<file path="src/rtl/elevator_ctrl.sv">
// Three-floor collective elevator controller feeding the floor/direction display decoder.
// Latency: call visible on pending next cycle; outputs are Moore, one cycle after decisions.
// Backpressure: none; optional emergency stop via ELEV_ESTOP_EN (adds i_estop and ESTOP state).
module elevator_ctrl #(
   parameter int TRAVEL_CYCLES = 50_000_000,
   parameter int DOOR_CYCLES   = 100_000_000
) (
   input  logic       clk,
   input  logic       rst_n,
`ifdef ELEV_ESTOP_EN
   input  logic       i_estop,
`endif
   input  logic [2:0] i_call,
   output logic [2:0] o_disp_code,
   output logic [1:0] o_floor,
   output logic       o_door_open,
   output logic       o_moving,
   output logic       o_dir_up,
   output logic [2:0] o_pending
);

   localparam int MAXC = (TRAVEL_CYCLES > DOOR_CYCLES) ? TRAVEL_CYCLES : DOOR_CYCLES;
   localparam int TW   = $clog2(MAXC + 1);
   localparam logic [TW-1:0] TRAVEL_LD = TW'(TRAVEL_CYCLES);
   localparam logic [TW-1:0] DOOR_LD   = TW'(DOOR_CYCLES);

`ifdef ELEV_ESTOP_EN
   typedef enum logic [2:0] {ST_IDLE, ST_DOOR, ST_UP, ST_DN, ST_ESTOP} state_t;
`else
   typedef enum logic [1:0] {ST_IDLE, ST_DOOR, ST_UP, ST_DN} state_t;
`endif

   state_t        r_state, w_state_nxt;
   logic [1:0]    r_floor, w_floor_nxt, w_next_floor;
   logic          r_dir_up, w_dir_nxt;
   logic [2:0]    r_pending, w_pending_nxt;
   logic [TW-1:0] r_timer, w_timer_nxt;
   logic [2:0]    w_req, w_here, w_next_here;
   logic          w_up_req, w_dn_req, w_expire;

   assign w_req       = r_pending | i_call;
   assign w_here      = 3'b001 << r_floor;
   assign w_expire    = (r_timer == TW'(1));
   assign w_next_floor = (r_state == ST_UP) ? ((r_floor == 2'd2) ? r_floor : r_floor + 2'd1)
                                            : ((r_floor == 2'd0) ? r_floor : r_floor - 2'd1);
   assign w_next_here = 3'b001 << w_next_floor;

   always_comb begin
      w_up_req = 1'b0;
      w_dn_req = 1'b0;
      case (r_floor)
         2'd0:    w_up_req = |w_req[2:1];
         2'd1:    begin
                     w_up_req = w_req[2];
                     w_dn_req = w_req[0];
                  end
         default: w_dn_req = |w_req[1:0];
      endcase
   end

   always_ff @(posedge clk or negedge rst_n) begin
      if (!rst_n) begin
         r_state   <= ST_IDLE;
         r_floor   <= 2'd0;
         r_dir_up  <= 1'b1;
         r_pending <= 3'b000;
         r_timer   <= '0;
      end else begin
         r_state   <= w_state_nxt;
         r_floor   <= w_floor_nxt;
         r_dir_up  <= w_dir_nxt;
         r_pending <= w_pending_nxt;
         r_timer   <= w_timer_nxt;
      end
   end

   always_comb begin
      w_state_nxt   = r_state;
      w_floor_nxt   = r_floor;
      w_dir_nxt     = r_dir_up;
      w_pending_nxt = w_req;
      w_timer_nxt   = (r_timer != '0) ? r_timer - TW'(1) : r_timer;
      case (r_state)
         ST_IDLE: begin
            if (|(w_req & w_here)) begin
               w_state_nxt   = ST_DOOR;
               w_timer_nxt   = DOOR_LD;
               w_pending_nxt = w_req & ~w_here;
            end else if (w_up_req && (r_dir_up || !w_dn_req)) begin
               w_state_nxt = ST_UP;
               w_dir_nxt   = 1'b1;
               w_timer_nxt = TRAVEL_LD;
            end else if (w_dn_req) begin
               w_state_nxt = ST_DN;
               w_dir_nxt   = 1'b0;
               w_timer_nxt = TRAVEL_LD;
            end
         end
         ST_UP, ST_DN: begin
            // Arrival: stop only if someone wants this floor, else keep travelling.
            if (w_expire) begin
               w_floor_nxt = w_next_floor;
               w_timer_nxt = TRAVEL_LD;
               if (|(w_req & w_next_here)) begin
                  w_state_nxt   = ST_DOOR;
                  w_timer_nxt   = DOOR_LD;
                  w_pending_nxt = w_req & ~w_next_here;
               end
            end
         end
         ST_DOOR: begin
            w_pending_nxt = r_pending | (i_call & ~w_here);
            if (|(i_call & w_here)) begin
               w_timer_nxt = DOOR_LD;
            end else if (w_expire) begin
               w_state_nxt = ST_IDLE;
               w_timer_nxt = '0;
            end
         end
`ifdef ELEV_ESTOP_EN
         ST_ESTOP: begin
            w_state_nxt   = ST_IDLE;
            w_pending_nxt = 3'b000;
            w_timer_nxt   = '0;
         end
`endif
         default: w_state_nxt = ST_IDLE;
      endcase
`ifdef ELEV_ESTOP_EN
      if (i_estop) begin
         w_state_nxt   = ST_ESTOP;
         w_floor_nxt   = r_floor;
         w_dir_nxt     = r_dir_up;
         w_pending_nxt = 3'b000;
         w_timer_nxt   = '0;
      end
`endif
   end

   always_comb begin
      o_floor     = r_floor;
      o_dir_up    = r_dir_up;
      o_pending   = r_pending;
      o_door_open = (r_state == ST_DOOR);
      o_moving    = (r_state == ST_UP) || (r_state == ST_DN);
      case (r_state)
         ST_UP:    o_disp_code = 3'b011;
         ST_DN:    o_disp_code = 3'b100;
`ifdef ELEV_ESTOP_EN
         ST_ESTOP: o_disp_code = 3'b111;
`endif
         default:  o_disp_code = {1'b0, r_floor};
      endcase
   end

endmodule

</file>
<file path="config.mk">
export PLATFORM = sky130hd
export DESIGN_NAME = elevator_ctrl
export DESIGN_NICKNAME = d
export VERILOG_FILES = /design/src/rtl/elevator_ctrl.sv
export SDC_FILE = /design/constraint.sdc
export NUM_CORES = 1
export LEC_CHECK = 0
export CAP_MARGIN = 20
export CORE_ASPECT_RATIO = 1.1
export CORE_MARGIN = 4
export CORE_UTILIZATION = 50
export DETAILED_ROUTE_END_ITERATION = 16
export PLACE_DENSITY = 0.7
export SLEW_MARGIN = 20
export SYNTH_ARGS = -nofsm -noshare
export SYNTH_HDL_FRONTEND = slang
export SYNTH_SLANG_ARGS = --single-unit
</file>
<file path="constraint.sdc">
create_clock -name clk -period 2.8 [get_ports clk]
set_input_delay 0.56 -clock clk [delete_from_list [all_inputs] [get_ports clk]]
set_output_delay 0.56 -clock clk [all_outputs]
set_load 0.05 [all_outputs]
</file>
# Yosys cells after proc, flatten, opt, wreduce, memory -nomap -nowiden
# Index checks and enable logic that the tools add are counted.
[classes] addsub=3 n_mul=0 div_mod_pow=0 n_lt_le_gt_ge=0 n_eq_ne=11 shift=2 muxes=29 n_bitwise=11 n_reduce_logical=17
[ops] cell="$mux W27" n=8
[ops] cell="$pmux W27 S3" n=1
[ops] cell="$eq A27 B1 Y1 const B" n=1
[ops] cell="$reduce_bool A27 Y1" n=1
[ops] cell="$sub A27 B1 Y27 const B" n=1
[ops] cell="$mux W2" n=10
[ops] cell="$and A3 B3 Y3" n=6
[ops] cell="$mux W3" n=3
[ops] cell="$pmux W3 S3" n=1
[ops] cell="$reduce_or A3 Y1" n=3
[ops] cell="$eq A2 B2 Y1 const B" n=3
[ops] cell="$ne A2 B2 Y1 const B" n=3
[ops] cell="$not A3 Y3" n=2
[ops] cell="$or A3 B3 Y3" n=2
[ops] cell="$pmux W2 S3" n=1
[ops] cell="$pmux W3 S2" n=1
[ops] cell="$reduce_or A2 Y1" n=3
[ops] cell="$shl A1 B2 Y3 const A" n=2
[ops] cell="$reduce_and A5 Y1" n=1
[ops] cell="$eq A2 B1 Y1 const B" n=2
[ops] cell="$logic_not A2 Y1" n=2
[ops] cell="$ne A4 B4 Y1 const B" n=1
[ops] cell="$pmux W1 S2" n=2
[ops] cell="$reduce_and A3 Y1" n=1
[ops] cell="10 further kinds" n=12
[word_totals] regBits=35 latchBits=0 ram_bits=0 rom_bits=0 in_bits=5 output_inout_bits=11 mem_count=0

# Depth between registers and ports, before layout
# Gate-level depths: netlist of the first run.
[depth] depth_word=9 mapped_depth=9

# Worst setup path after synthesis of the first run
# OpenSTA, ideal clock, no wires.
[synth_path] path_kind="reg-to-output" startpoint="register r_floor[0] (netlist: o_floor[0])" endpoint="output port o_disp_code[0]" t_arrival_ns=1.933 setup_slack_ns=0.307 path_stages_with_launch=3 cell_sequence="dfrtp_1 -> inv_1 -> o21ai_0"
[synth_between] elab_chain_len=1
[synth_rtl] element="start: declaration" line_no="34" text="logic [1:0] r_floor, w_floor_nxt, w_next_floor;"
[synth_rtl] element="start signal: assignment" line_no="70" text="r_floor <= w_floor_nxt;"
[synth_rtl] element="$pmux W3 S2" line_no="146" text="case (r_state)"
[synth_rtl] element="end: declaration" line_no="14" text="output logic [2:0] o_disp_code,"
# Every way passes these cells.

# Worst setup path after layout of the first run
[layout_path] startpoint="register r_state[0]" endpoint="output port o_disp_code[0]"
[layout_between] elab_chain_len=2
[layout_rtl] element="start: declaration" line_no="33" text="state_t r_state, w_state_nxt;"
[layout_rtl] element="start signal: assignment" line_no="69" text="r_state <= w_state_nxt;"
[layout_rtl] element="$eq A2 B2 Y1" line_no="146"
[layout_rtl] element="$pmux W3 S2 (*)" line_no="146"
# Mark *: on every way between the ends. The rest lies on a longest branch, timed or not.

==> impl_metrics.yaml, run 1 <==
logic_synthesis:
  yosysTopAreaCellShare: 0.376
  synth_area_leaders: "sky130_fd_sc_hd__dfrtp_1, sky130_fd_sc_hd__xor2_1, sky130_fd_sc_hd__nor2_1, sky130_fd_sc_hd__a21oi_1, sky130_fd_sc_hd__ha_1"
  synthMuxAreaShare: 0.0277
  synth.distinct_cells: 51
  edff_count_synth: 0
  number_of_flip_flops_and_latches_in_the_synthesized_netlist: 35
  synthSimpleGateAreaFrac: 0.267
  synthesis.yosys.warnings: 0
  synth_cells: 252
  main_combinational_cell_family_by_area_after_synthesis: "simple AND/OR/NAND/NOR gates"
  synth_area_in_compound_gates: 0.176
  synth_nets: 264
  yosysTopAreaCell: "sky130_fd_sc_hd__dfrtp_1"
  synth-xor-area-share: 0.0775
  synthAdderAreaFrac: 0.0387
  post_synthesis_cell_area_sq_um: 2260
  ys.flop_type: "sky130_fd_sc_hd__dfrtp_1"
  synth_top_cells_by_count: "sky130_fd_sc_hd__dfrtp_1, sky130_fd_sc_hd__nor2_1, sky130_fd_sc_hd__a21oi_1"
  async_flop_share: 1.00
  sequential_share_of_the_synthesized_area: 0.388
  post_synth.cell_area_avg_sq_um: 8.97
timing:
  fin_worst_skew_ns: 0.00687
  final_max_slew_viol_count: 0
  report.final.hold_viol_count: 0
  unrepaired_setup_endpoints_after_global_routing: "no"
  timing.fmax_mhz: 391
  final.min_clock_period_ns: 2.56
  setup_viol: 0
  max_slew_margin: 0.461
  total_negative_setup_slack_ns: 0
  post-route-period-util: 0.913
  worst-slew-pin-transition_ns: 0.808
floorplan:
  initial_util: 0.520
  die_w_um: 72.1
  die_h_um: 78.5
  core-area_sq_um: 4350
  fp.dieArea_sq_um: 5660
  boundaryPins: 16
  fp-row-count: 25
critical_path:
  critical_path.top_delay_family: "buffers and inverters"
  crit_path_max_incr_delay_ns: 0.83
  setup.worst_path.start_class: "flip-flop"
  worst_ep_required_time_ns: 2.24
  crit_slowest_cell: "sky130_fd_sc_hd__clkdlybuf4s50_1"
  critical_path.max_fanout: 8
  crit_path_cell_trace: "nand2b_1 -> o21ai_0 -> clkdlybuf4s50_1"
  timing.reg2reg.worst_path_depth: 8
  arrival_time_of_data_at_the_critical_path_endpoint_ns: 2.00
  class_of_the_most_critical_setup_path: "flip-flop to output port"
  critical_path.endpoint_type: "output port"
  critical_path_buf_inv_count: 1
  worst-path-stages: 3
detailed_routing:
  route.final.wire_length_mm: 5.66
  routed-via-count: 2020
  avgViaCountPerCell: 6.03
  drt-wirelength-per-cell_um: 16.9
  antenna_violating_nets_post_route: 0
  first_pass_iters: 4
  detailedRoute.firstIterationViolations: 141
  drc: 0
cells_and_area:
  nets: 292
  multiInputGateArea_sq_um: 1330
  area_occupied_by_registers_sq_um: 877
  num-fill-cells: 393
  ant_cells: 0
  post_synthesis_to_final_layout_area_growth_pct: 17.4
  layout-drive-gt1-share: 0.117
pwr:
  vdd_drop_max_v: 0.000226
  total_power_mw: 1.58
  power.density_cell_area_nw_per_um2: 596
  p_leak_nw: 1.05
global_routing:
  grt_first_pass_wirelength_mm: 9.78
  global_route.usage.total: 0.220
  first_global_vias: 2050
  grt_max_degree: 36
  antenna_found_initial: 0
  grt_overflow_total: 0
place:
  place_congestion: 0.971
  numPortBuffers: 15
  place.detailed.hpwl_mm: 4.05
clocking:
  cts_tree: "yes"
  clock_buffer_count_from_cts: 5
  worstSkewPairLatency_ns: 0.29
  htreeDepth: 2
  clockRootBuffer: "sky130_fd_sc_hd__clkbuf_8"
  cts_buffer_depth: 2
  cts.sink_count: 35
  cts.clk_slew.worst_paths_ns: 0.08
  post_cts.resized_instances: 0
run_status:
  status: "finished clean"
worst_hold_path:
  hold_class: "input port to async pin"
flow_run:
  timing.max_cap.violations: 0
[final timing paths]
path,startpoint,endpoint,slack (ns)
max,r_state[0],o_disp_code[0],0.24
min,rst_n,r_timer[11],0.35
min in group clk,r_timer[11],r_timer[11],0.55
max reg2reg,r_timer[13],r_timer[16],0.31
max in group asynchronous,rst_n,r_timer[14],1.93
min reg2reg,r_timer[11],r_timer[11],0.55
[report_power, final]
group	internal, mW	switching, mW	total (mW)	leakage [nW]
clock	0.288	0.195	0.483	0.0612
sequential	0.594	0.0918	0.686	0.388
combinational	0.181	0.232	0.413	0.602
[placed cells by master, fill, tap and decap left out, drive strengths merged, types with 5 or more instances in the layout]
master	netlist	routed
buf	5	14
nor2	35	35
nand2	13	13
clkbuf	2	6
dfrtp	34	34
a211oi	5	5
a21oi	21	21
clkdlybuf4s50	0	14
o21ai	16	16
inv	6	6
nand3	10	10
nor3	7	7
nor4	6	6
nor2b	5	5
ha	7	7
and3	5	5
xnor2	5	5
xor2	15	15
[stage by stage]
stage | util | instance area, sq um | cells | hold slack (ns) | setup slack, ns
2_1_floorplan | - | 2260 | 252 | 0.264 | 0.307
3_3_place_gp | 0.582 | 2530 | 326 | 0.528 | 0.123
3_5_place_dp | 0.582 | 2530 | 326 | 0.530 | 0.0795
4_1_cts | 0.609 | 2650 | 334 | 0.382 | 0.158
5_1_grt | 0.610 | 2650 | 335 | 0.420 | 0.105
6_report | 0.610 | 2650 | 335 | 0.353 | 0.245
[layer usage]
layer	share of wire	global-route usage	up-vias
li1	-	-	984
met1	0.45	0.274	967
met2	0.49	0.378	57
met3	0.043	0.0384	12
met4	0.019	0.0789	0
met5	0	0	-
[flip-flops by register name, summed over array words and instances (netlist names)]
register,flops
o_dir_up,1
r_timer,27
r_state,2
o_pending,3
o_floor,2
[timing repair]
action                                  CTS  global route
endpoints found under the setup margin    0             4
hold buffers                              0             0
buffers inserted                          0             1
[kinds of logic (layout without fill, tap and decap cells)]
logic type               count (synthesis)  in the layout
buffers and inverters                   13             42
XOR/XNOR                                20             20
multiplexers                             6              6
adder cells (fa/ha/maj)                  7              7
flip-flops                              35             35
AND/OR/NAND/NOR                        108            108
AO/OA/AOI/OAI                           63             63
[layout make-up]
type,count,share of cell area
Clock buffer,6,0.0311
Clock inverter,2,0.0132
Inverter,6,0.00849
Multi-Input combinational cell,204,0.500
Sequential cell,35,0.331
Tap cell,54,0.0255
Timing Repair Buffer,28,0.0915
No activity file was read; power rests on OpenSTA's default activity.
==> run 2: changes to the inputs <==
- CAP_MARGIN: 20 -> 15
- CTS_CLUSTER_SIZE: unset -> 28
==> results of run 2 <==
Same layout as run 1: the final DEF is identical, and so are final timing and power.
==> run 3: changes to the inputs <==
--- a/config.mk
+++ b/config.mk
@@ -13,4 +13,5 @@
 export DETAILED_ROUTE_END_ITERATION = 16
+export GPL_TIMING_DRIVEN = 0
 export PLACE_DENSITY = 0.7
-export SLEW_MARGIN = 20
+export SLEW_MARGIN = 15
 export SYNTH_ARGS = -nofsm -noshare
--- a/constraint.sdc
+++ b/constraint.sdc
@@ -3,2 +3,2 @@
 set_output_delay 0.56 -clock clk [all_outputs]
-set_load 0.05 [all_outputs]
+set_load 0.02 [all_outputs]
==> run 3 against run 2 <==
Combinational power is 5.3% lower. Clock power fell by 27%. Power down 9.6%. Sequential share of layout area increased by 0.81 points. Non-clock buffer count fell by 5. First-iteration DRC count is 9.9% lower. Via count is 2.8% lower. Critical endpoint is now r_timer[6]. Design area shrank 2.4%. Die area unchanged. Final cell count fell by 1.5%.
==> impl_metrics.yaml, run 3 (synthesis results as in run 1) <==
detailed_routing:
  avgViaCountPerCell: 5.95
  antenna_violating_nets_post_route: 0
  drt-wirelength-per-cell_um: 16.3
  route.final.wire_length_mm: 5.40
  first_pass_iters: 4
  routed-via-count: 1963
  drc: 0
  detailedRoute.firstIterationViolations: 127
timing:
  final_max_slew_viol_count: 0
  setup_viol: 0
  timing.fmax_mhz: 394
  final.min_clock_period_ns: 2.54
  max_slew_margin: 0.504
  unrepaired_setup_endpoints_after_global_routing: "no"
  report.final.hold_viol_count: 0
  worst-slew-pin-transition_ns: 0.741
  fin_worst_skew_ns: 0.00546
  post-route-period-util: 0.906
  total_negative_setup_slack_ns: 0
  finalWorstSetupSlack_ns: 0.263
clocking:
  cts.clk_slew.worst_paths_ns: 0.07
  cts_tree: "yes"
  cts_hold_buffers: 0
  cts.sink_count: 35
  cts_buffer_depth: 2
  worstSkewPairLatency_ns: 0.29
  clockRootBuffer: "sky130_fd_sc_hd__clkbuf_8"
  htreeDepth: 2
  clock_buffer_count_from_cts: 5
  post_cts.resized_instances: 0
  cts_post_setup_buffers_inserted: 0
floorplan:
  die_h_um: 78.5
  initial_util: 0.520
  boundaryPins: 16
  die_w_um: 72.1
  core-area_sq_um: 4350
  fp.dieArea_sq_um: 5660
  fp-row-count: 25
cells_and_area:
  layout-drive-gt1-share: 0.0906
  stdcell_count: 330
  area_occupied_by_registers_sq_um: 877
  num-fill-cells: 392
  nets: 287
  largest_register_ff_count: 27
  mostFrequentLayoutCells: "sky130_fd_sc_hd__nor2_1, sky130_fd_sc_hd__dfrtp_1, sky130_fd_sc_hd__a21oi_1"
  finalInstanceArea_sq_um: 2590
  ant_cells: 0
  multiInputGateArea_sq_um: 1330
  post_synthesis_to_final_layout_area_growth_pct: 14.6
  largest_register: "r_timer"
global_routing:
  grt_overflow_total: 0
  global_route.usage.total: 0.214
  grt_max_degree: 24
  antenna_found_initial: 0
  first_global_vias: 2036
  grt_first_pass_wirelength_mm: 9.54
pwr:
  p_leak_nw: 1.01
  total_power_mw: 1.43
  vdd_drop_max_v: 0.000301
  power.density_cell_area_nw_per_um2: 552
flow_run:
  timing.max_cap.violations: 0
critical_path:
  crit_slowest_cell: "sky130_fd_sc_hd__or4_4"
  class_of_the_most_critical_setup_path: "flip-flop to flip-flop"
  rr_startpoint: "r_timer[13]"
  arrival_time_of_data_at_the_critical_path_endpoint_ns: 2.69
  critical_path.top_delay_family: "simple AND/OR/NAND/NOR gates"
  timing.critical_path.mode_cell: "sky130_fd_sc_hd__nand3_1"
  setup.worst_path.start_class: "flip-flop"
  critical_path_buf_inv_count: 2
  critical_path.endpoint_type: "flip-flop"
  crit_path_cell_trace: "or4_4 -> nor4b_4 -> buf_4 -> nand3_1 -> buf_2 -> nand3_1 -> xor2_1 -> nor2_1"
  critical_path.max_fanout: 10
  timing.critical_path.from: "r_timer[13]"
  crit_path_max_incr_delay_ns: 0.56
  worst_ep_required_time_ns: 2.95
place:
  placed_cells_incl_taps: 322
  placement.setup.worst_slack_ns: -0.136
  postPlaceCellArea_sq_um: 2500
  place_congestion: 0.931
  place.detailed.hpwl_mm: 4.01
  numPortBuffers: 15
run_status:
  status: "finished clean"
worst_hold_path:
  hold_class: "input port to async pin"
-- run 3: cell types whose count changed in the layout (fill, tap and decap cells not counted), sizes merged --
cell    before  now
bufinv       1    0
clkbuf       6    9
buf         14    7
-- run 3: layout make-up --
cell class                 count  share of cell area
tap                           54              0.0261
inverter                       6             0.00870
clock buffer                   7              0.0295
timing repair buffer          16              0.0667
multi-input combinational    204               0.515
clock inverter                 1             0.00193
buffer                         7              0.0135
sequential                    35               0.339
-- run 3: final timing paths --
check / slack (ns) / endpoint / cells past startpoint
hold reg to reg: 0.57 / r_timer[10] / 2
setup reg to reg: 0.26 / r_timer[6] / 8
min in group clk: 0.57 / r_timer[10] / 2
hold / removal: 0.17 / r_timer[3] / 1
max in group asynchronous: 2.11 / o_dir_up / 2
setup / recovery: 0.26 / r_timer[6] / 8
-- run 3: routing by layer --
| layer | vias up | track usage | wire, um | share of wire |
|---|---|---|---|---|
| li1 | 970 | - | - | - |
| met1 | 940 | 0.278 | 2470 | 0.46 |
| met2 | 47 | 0.338 | 2670 | 0.50 |
| met3 | 6 | 0.0525 | 197 | 0.037 |
| met4 | 0 | 0.0827 | 51 | 0.0095 |
| met5 | - | 0 | 0 | 0 |
-- run 3: power breakdown --
group / total, mW / internal (mW) / switching [mW] / leakage, nW
Clock: 0.353 / 0.175 / 0.178 / 0.0422
Sequential: 0.687 / 0.595 / 0.0917 / 0.388
Combinational: 0.391 / 0.178 / 0.212 / 0.580
Total: 1.43 / 0.948 / 0.482 / 1.01
-- run 3: metrics by stage --
stage | utilization | hold slack (ns)
global route | 0.596 | 0.191
CTS | 0.594 | 0.177
finish | 0.596 | 0.174
detailed placement | 0.575 | 0.489
floorplan | - | 0.264
global placement | 0.570 | 0.531
